`src/rtl/clksk_pkg.sv`:
```
// Shared types and defaults for the PLL reset/lock sequencer.
package clksk_pkg;

  typedef enum logic [1:0] {
    RESET_PLL = 2'd0,
    WAIT_LOCK = 2'd1,
    STABLE    = 2'd2,
    RUN       = 2'd3
  } pll_state_e;

  localparam int unsigned RST_HOLD_CYC_D = 8;
  localparam int unsigned LOCK_TIMEOUT_D = 2000;
  localparam int unsigned LOCK_STABLE_D  = 64;
  localparam int unsigned RETRY_W        = 8;

endpackage

```
`src/rtl/clksk_sync2.sv`:
```
// Generic two-flop synchronizer for a single asynchronous status bit.
module clksk_sync2 (
  input  logic clk_i,
  input  logic rst_i,
  input  logic d_i,
  output logic q_o
);

  logic meta_q;
  logic sync_q;

  always_ff @(posedge clk_i or posedge rst_i) begin
    if (rst_i) begin
      meta_q <= 1'b0;
      sync_q <= 1'b0;
    end else begin
      meta_q <= d_i;
      sync_q <= meta_q;
    end
  end

  assign q_o = sync_q;

endmodule

```
`src/rtl/pll_rst_seq.sv`:
```
// PLL reset/lock sequencer: pulses PLL reset, waits for stable lock, then releases sys_rst.
module pll_rst_seq
  import clksk_pkg::*;
#(
  parameter int unsigned RST_HOLD_CYC = RST_HOLD_CYC_D,
  parameter int unsigned LOCK_TIMEOUT = LOCK_TIMEOUT_D,
  parameter int unsigned LOCK_STABLE  = LOCK_STABLE_D,
  parameter int unsigned CNT_W        = 16
) (
  input  logic               clk_in,
  input  logic               rst,
  input  logic               pll_locked,
  input  logic               soft_req,
  output logic               pll_rst,
  output logic               sys_rst,
  output logic               ready,
  output logic [RETRY_W-1:0] retry_cnt,
  output logic               timeout_err,
  output logic               lock_lost
);

  localparam logic [CNT_W-1:0] HoldLast   = CNT_W'(RST_HOLD_CYC - 1);
  localparam logic [CNT_W-1:0] TmoLast    = CNT_W'(LOCK_TIMEOUT - 1);
  localparam logic [CNT_W-1:0] StableLast = CNT_W'(LOCK_STABLE - 1);

  pll_state_e         state_q, state_d;
  logic [CNT_W-1:0]   cnt_q, cnt_d;
  logic [RETRY_W-1:0] retry_q, retry_d;
  logic               pll_rst_q, pll_rst_d;
  logic               sys_rst_q, sys_rst_d;
  logic               ready_q, ready_d;
  logic               tmo_q, tmo_d;
  logic               lost_q, lost_d;
  logic               retry_inc, set_tmo, set_lost;
  logic               lock_s;

  clksk_sync2 u_lock_sync (
    .clk_i (clk_in),
    .rst_i (rst),
    .d_i   (pll_locked),
    .q_o   (lock_s)
  );

  always_ff @(posedge clk_in or posedge rst) begin
    if (rst) begin
      state_q   <= RESET_PLL;
      cnt_q     <= '0;
      retry_q   <= '0;
      pll_rst_q <= 1'b1;
      sys_rst_q <= 1'b1;
      ready_q   <= 1'b0;
      tmo_q     <= 1'b0;
      lost_q    <= 1'b0;
    end else begin
      state_q   <= state_d;
      cnt_q     <= cnt_d;
      retry_q   <= retry_d;
      pll_rst_q <= pll_rst_d;
      sys_rst_q <= sys_rst_d;
      ready_q   <= ready_d;
      tmo_q     <= tmo_d;
      lost_q    <= lost_d;
    end
  end

  always_comb begin
    state_d   = state_q;
    cnt_d     = cnt_q + 1'b1;
    retry_inc = 1'b0;
    set_tmo   = 1'b0;
    set_lost  = 1'b0;
    unique case (state_q)
      RESET_PLL: begin
        if (cnt_q == HoldLast) state_d = WAIT_LOCK;
      end
      WAIT_LOCK: begin
        // Lock seen on the timeout cycle wins over the retry.
        if (lock_s) begin
          state_d = STABLE;
        end else if (cnt_q == TmoLast) begin
          state_d   = RESET_PLL;
          set_tmo   = 1'b1;
          retry_inc = 1'b1;
        end
      end
      STABLE: begin
        if (!lock_s) begin
          state_d = WAIT_LOCK;
        end else if (cnt_q == StableLast) begin
          state_d = RUN;
        end
      end
      RUN: begin
        cnt_d = cnt_q;
        if (!lock_s) begin
          state_d   = RESET_PLL;
          set_lost  = 1'b1;
          retry_inc = 1'b1;
        end else if (soft_req) begin
          state_d = RESET_PLL;
        end
      end
      default: state_d = RESET_PLL;
    endcase
    if (state_d != state_q) cnt_d = '0;
  end

  // Outputs are decoded from the next state so they register on the same edge.
  always_comb begin
    pll_rst_d = (state_d == RESET_PLL);
    sys_rst_d = (state_d != RUN);
    ready_d   = (state_d == RUN);
    tmo_d     = tmo_q | set_tmo;
    lost_d    = lost_q | set_lost;
    retry_d   = retry_q;
    if (retry_inc && (retry_q != '1)) retry_d = retry_q + 1'b1;
  end

  assign pll_rst     = pll_rst_q;
  assign sys_rst     = sys_rst_q;
  assign ready       = ready_q;
  assign retry_cnt   = retry_q;
  assign timeout_err = tmo_q;
  assign lock_lost   = lost_q;

endmodule

```
`config.mk`:
```
export PLATFORM = sky130hd
export DESIGN_NAME = pll_rst_seq
export DESIGN_NICKNAME = d
export VERILOG_FILES = /design/src/rtl/clksk_pkg.sv /design/src/rtl/clksk_sync2.sv /design/src/rtl/pll_rst_seq.sv
export SDC_FILE = /design/constraint.sdc
export NUM_CORES = 1
export LEC_CHECK = 0
export ABC_AREA = 0
export BUFFER_PORTS_ARGS = -buffer_cell sky130_fd_sc_hd__buf_2
export CAP_MARGIN = 20
export CELL_PAD_IN_SITES_DETAIL_PLACEMENT = 1
export CELL_PAD_IN_SITES_GLOBAL_PLACEMENT = 2
export CORE_MARGIN = 1.5
export CORE_UTILIZATION = 40
export CTS_CLUSTER_DIAMETER = 80
export DETAILED_ROUTE_END_ITERATION = 10
export HOLD_SLACK_MARGIN = 0.02
export PLACE_DENSITY_LB_ADDON = 0.1
export SYNTH_ARGS = -nofsm -noshare
export SYNTH_HDL_FRONTEND = slang
export SYNTH_HIERARCHICAL = 1
export SYNTH_SLANG_ARGS = --single-unit
```
`constraint.sdc`:
```
create_clock -name clk_in -period 4 [get_ports clk_in]
set_input_delay 0.6 -clock clk_in [delete_from_list [all_inputs] [get_ports clk_in]]
set_output_delay 0.6 -clock clk_in [all_outputs]
set_load 0.02 [all_outputs]
```
Yosys cells after proc, flatten, opt, wreduce, memory -nomap -nowiden
Index checks and enable logic that the tools add are counted.
{"block": "word_totals", "reg_bits": 33, "inputBits": 4, "out_inout_bits": 13, "elab_cells": 44}
{"block": "op_classes", "n_addsub": 2, "n_eq_ne": 11, "muxes": 16, "bitwise": 2, "n_reduce_logical": 3}
{"op": "$mux 16", "n": 2}
{"op": "$add 16x1->16 const B", "n": 1}
{"op": "$eq 16x11->1 const B", "n": 1}
{"op": "$eq 16x3->1 const B", "n": 1}
{"op": "$eq 16x6->1 const B", "n": 1}
{"op": "$mux 2", "n": 7}
{"op": "$add 8x1->8 const B", "n": 1}
{"op": "$ne 8x8->1 const B", "n": 1}
{"op": "$pmux 2 s4", "n": 1}
{"op": "$eq 2x2->1 const B", "n": 3}
{"op": "$mux 1", "n": 5}
{"op": "$logic_not 2->1", "n": 2}
{"op": "$ne 2x2->1 const B", "n": 2}
{"op": "$eq 2x1->1 const B", "n": 1}
{"op": "$ne 2x2->1", "n": 1}
{"op": "$or 1x1->1", "n": 2}
{"op": "$pmux 1 s2", "n": 1}
{"op": "$logic_and 1x1->1", "n": 1}

Depth between registers and ports, before layout
{"block": "logic_depth", "depth_word": 6, "mapped_depth": 7, "depth_no_buf": 6}

Hierarchy
Netlist, hierarchy kept.
{"module": "pll_rst_seq", "n_inst": 1, "cells_each": 154, "area_per_inst_um2": 1620.3, "seq_area_each_um2": 778.2}
{"module": "clksk_sync2", "n_inst": 1, "cells_each": 3, "area_per_inst_um2": 53.8, "seq_area_each_um2": 50.0}

Least setup slack after synthesis
Ideal clock, no wire load.
{"block": "synth_path", "path_kind": "flip-flop to flip-flop", "from": "reg cnt_q[7]", "to": "reg cnt_q[7]", "setup_time_ns": 0.119, "t_arrival_ns": 1.945, "t_required_ns": 3.881, "path_slack_ns": 1.936, "path_stages_with_launch": 7, "n_path_buf": 1, "period_less_slack_ns": 2.064, "path_cell_list": "dfrtp_1 or4_4 nor4b_4 a31oi_2 nor4_4 buf_6 nor2_1"}
{"block": "synth_between", "elab_chain_cells": 6, "elab_cells_between_ends": 14, "classes_between": "1 x add/sub; 5 x eq/ne; 8 x mux"}
{"element": "start, declared", "line_no": "pll_rst_seq.sv:27", "text": "logic [CNT_W-1:0] cnt_q, cnt_d;"}
{"element": "start signal, assigned", "line_no": "pll_rst_seq.sv:56", "text": "cnt_q <= cnt_d;"}
{"element": "$eq 16x6->1 or $eq 16x11->1 (tied branches)", "line_no": "pll_rst_seq.sv:89, pll_rst_seq.sv:80"}
{"element": "$mux 2, on equally long branches", "line_no": "pll_rst_seq.sv:89, pll_rst_seq.sv:80"}
{"element": "$mux 2, on equally long branches", "line_no": "pll_rst_seq.sv:87, pll_rst_seq.sv:78"}
{"element": "$pmux 2 s4", "line_no": "pll_rst_seq.sv:72", "text": "unique case (state_q)"}
{"element": "$ne 2x2->1", "line_no": "pll_rst_seq.sv:105", "text": "if (state_d != state_q) cnt_d = '0;"}
{"element": "$ne 2x2->1 (no line) or $mux 16 (tied branches)"}
Several ways; a longest one is shown, not always the timed one. The select of a mux whose other input is x is not followed.
A chain may end at the register's enable or synchronous reset.

Worst setup path after layout
{"block": "layout_path", "from": "reg cnt_q[7]", "to": "reg cnt_q[12]"}
The elaborated chain is that of the path after synthesis.

==> qor.csv <==
stage,metric,value,unit
synthesis,Post-Synth Adder-Cell Area,0.0149,
finish,Filler Cell Count,444,
die,vertical die dimension,67.7,um
critical_path,CP required,4.14,ns
grt,met1 layer usage reported by global route,0.241,
sta,"Min Clock Period, post-route",2.49,ns
sta,max-slew violation count,0,
detailed_routing,WL final,3740,um
detailed_routing,Initial DRC Count,90,
grt,global routing met2 resource utilization,0.321,
cts,clock-pin slew of the registers on the worst-case setup and hold paths,0.07,ns
die,chip width,67.7,um
synthesis,simple-gate area share of the yosys netlist,0.260,
power_and_ir_drop,power per cell area,548,mW/mm2
critical_path,biggest cell delay along the critical path,0.64,ns
placed_design,total placed cells including tap cells,219,
cts,post-CTS sizing,0,
critical_path,worst-path cell chain,or4_4 > nor4b_4 > a31oi_2 > nor4_4 > nor2_1,
grt,number of antenna violations at the first check in global routing,0,
worst_hold_path,Hold WC Path Type,in -> async,
placed_design,setup slack after placement,1.50,ns
finish,share of layout cells above drive strength 1,0.198,
detailed_routing,number of routed nets with antenna violations,0,
power_and_ir_drop,Pwr Total,1030,uW
detailed_routing,detailed-router iteration count before antenna repair,4,
synthesis,number of flip-flops and latches in the synthesized netlist,33,
sta,RSZ-0062 raised after global routing,false,
finish,antenna diode count,0,
synthesis,synthesized instance count,157,
finish,"leading cell type in the layout, fill and taps excluded",sky130_fd_sc_hd__dfrtp_1,
sta,Final Skew,0.00449,ns
synthesis,synthesized net count,163,
grt,layer with the highest usage,met2,
finish,"commonest non-fill, non-tap cells in the layout","sky130_fd_sc_hd__dfrtp_1, sky130_fd_sc_hd__buf_2, sky130_fd_sc_hd__nor2_1",
outcome,run status,finished clean,
grt,Tot GR Track Use,0.195,
sta,Finish-stage setup viols,0,
critical_path,maximum fanout along the worst path,12,
critical_path,cell at the slowest stage of the critical path,sky130_fd_sc_hd__nor4_4,
flow_run,max-cap violations,0,
grt,gr ovfl total,0,
power_and_ir_drop,Max rail drop VDD,227,uV
sta,worst slew pin tran,0.973,ns
cts,Max Root-Sink Buffers,2,
cts,total clock sinks,33,
finish,nets,182,
sta,final hold vios,0,
synthesis,share of synthesized area spent on multiplexers,0.0127,
power_and_ir_drop,reported leakage power,0.000849,uW
sta,fraction of the cycle the final worst path needs,0.622,
finish,combined area of the multi-input logic cells,793,um2
finish,final instance area,0.00188,mm2
cts,CTS tree,done,
die,area of the die,0.00458,mm2
finish,"non-filler cells, final",227,
synthesis,largest family of logic cells by synthesized area,simple AND/OR/NAND/NOR gates,
detailed_routing,remaining routing DRC violations,0,
die,Initial Utilization,0.419,
critical_path,kind of start point of the critical path,flip-flop,
finish,Synth-to-Final Area Change,12.6,%
sta,worst-case headroom to the max-slew limit,0.342,
die,total I/O pin count,17,
critical_path,category of cells accounting for the largest share of critical-path delay,simple AND/OR/NAND/NOR gates,
sta,post-route setup TNS,0,ns
die,total number of placement rows,23,
grt,via count of the first global-routing pass,1326,
synthesis,area of the mapped netlist,0.00167,mm2
cts,setup bufs post-CTS,0,
synthesis,count of flip-flops with a built-in enable after synthesis,0,
synthesis,synthesized area divided by synthesized cell count,10.7,um2
placed_design,count of buffers inserted at the top-level ports,16,
cts,Clock Tree Root,sky130_fd_sc_hd__clkbuf_8,
sta,FMAX,0.402,GHz
cts,number of clock buffers inserted by TritonCTS,5,
grt,met3 track demand over resource in global routing,0.0550,
cts,H-tree Lvls,2,
grt,wire length of the first global-routing pass,6430,um
synthesis,"synthesized-area fraction occupied by ao, oa, aoi and oai cells",0.0874,
critical_path,data arrival time of the critical path,2.63,ns
finish,FF/Latch Area,828,um2
cts,"Hold-fix buffers, CTS",0,
synthesis,asr flop ratio synth,1.00,
placed_design,Placement Cell Area,0.00179,mm2
synthesis,Post-Synth XOR/XNOR Area,0.0987,
synthesis,Yosys warnings,6,
synthesis,prevailing post-synth register cell,sky130_fd_sc_hd__dfrtp_1,
synthesis,portion of the post-synthesis area used by sequential elements,0.495,
critical_path,Crit Path Class,reg -> reg,
detailed_routing,Via Count,1268,
grt,pin count of the biggest net entering global routing,18,
synthesis,count of cell types in the netlist,43,
detailed_routing,detail-routed net length per standard cell,16.5,um
sta,setup slack of the critical path after layout,1.51,ns
critical_path,crit path capture type,flip-flop,
cts,clock latency of the later-clocked register in the worst-skew pair,0.29,ns
placed_design,weighted congestion reported at the end of routability-driven placement,0.805,
die,core area,0.00400,mm2
critical_path,Bufs and invs on worst path,0,
detailed_routing,vias per std cell,5.59,
placed_design,estimated wirelength of the detail-placed design,2780,um
==> logic make-up (layout without fill, tap and decap cells) <==
logic type	after synthesis	after routing
mux	2	2
xor+xnor	18	18
compound gates	21	21
flops	33	33
simple gates	70	70
fa+ha+maj	2	2
buf+inv	11	31
==> cells in the mapped netlist, types with 3 or more instances <==
cell type                  count  area, um2
sky130_fd_sc_hd__nor2_1       15       56.3
sky130_fd_sc_hd__a21oi_1       4       20.0
sky130_fd_sc_hd__nand2_1       9       33.8
sky130_fd_sc_hd__clkbuf_1      3       11.3
sky130_fd_sc_hd__inv_1         6       22.5
sky130_fd_sc_hd__xnor2_1      10       87.6
sky130_fd_sc_hd__nand4_1       6       37.5
sky130_fd_sc_hd__and3_1        5       31.3
sky130_fd_sc_hd__dfrtp_1      31        776
sky130_fd_sc_hd__nor3_1        7       35.0
sky130_fd_sc_hd__o21ai_0       6       30.0
sky130_fd_sc_hd__xor2_1        7       61.3
sky130_fd_sc_hd__nand3_1      10       50.1
==> layer usage <==
metal | part of all wire | routed length [um] | vias to the layer above
met2 | 0.50 | 1880 | 17
met1 | 0.45 | 1680 | 641
met4 | 0.018 | 66 | 0
met5 | 0 | 0 | -
met3 | 0.030 | 111 | 8
li1 | - | - | 602
==> sequential cells by signal, indices dropped and copies added, names as in the netlist <==
| name | flops |
|---|---|
| state_q | 2 |
| retry_cnt | 8 |
| sys_rst | 1 |
| cnt_q | 16 |
| lock_lost | 1 |
| pll_rst | 1 |
| u_lock_sync/q_o | 1 |
| timeout_err | 1 |
| u_lock_sync/meta_q | 1 |
| ready | 1 |
==> power by group <==
part	switching, uW	internal [uW]
clock network	122	140
registers	78.9	395
logic	181	115
total	382	651
==> worst paths after layout <==
| path | startpoint | end | slack (ns) | cells after the start |
|---|---|---|---|---|
| min in group clk_in | u_lock_sync/meta_q | u_lock_sync/q_o | 0.36 | 0 |
| hold reg to reg | u_lock_sync/meta_q | u_lock_sync/q_o | 0.36 | 0 |
| setup reg to reg | cnt_q[7] | cnt_q[12] | 1.51 | 5 |
| hold / removal | rst | u_lock_sync/q_o | 0.16 | 2 |
| max in group asynchronous | rst | cnt_q[8] | 2.96 | 3 |
| setup / recovery | cnt_q[7] | cnt_q[12] | 1.51 | 5 |
==> layout make-up <==
class,instances,share of cell area
Inverter,6,0.0120
Clock buffer,8,0.0478
Sequential cell,33,0.440
Timing Repair Buffer,17,0.0465
Multi-Input combinational cell,113,0.421
Tap cell,50,0.0332
==> metrics by stage <==
step	hold WS, ns	utilization
2_1_floorplan	0.331	-
3_3_place_gp	0.338	0.449
3_5_place_dp	0.337	0.449
4_1_cts	0.148	0.471
5_1_grt	0.157	0.471
6_report	0.156	0.471
Power figures use the tool's default switching activity.
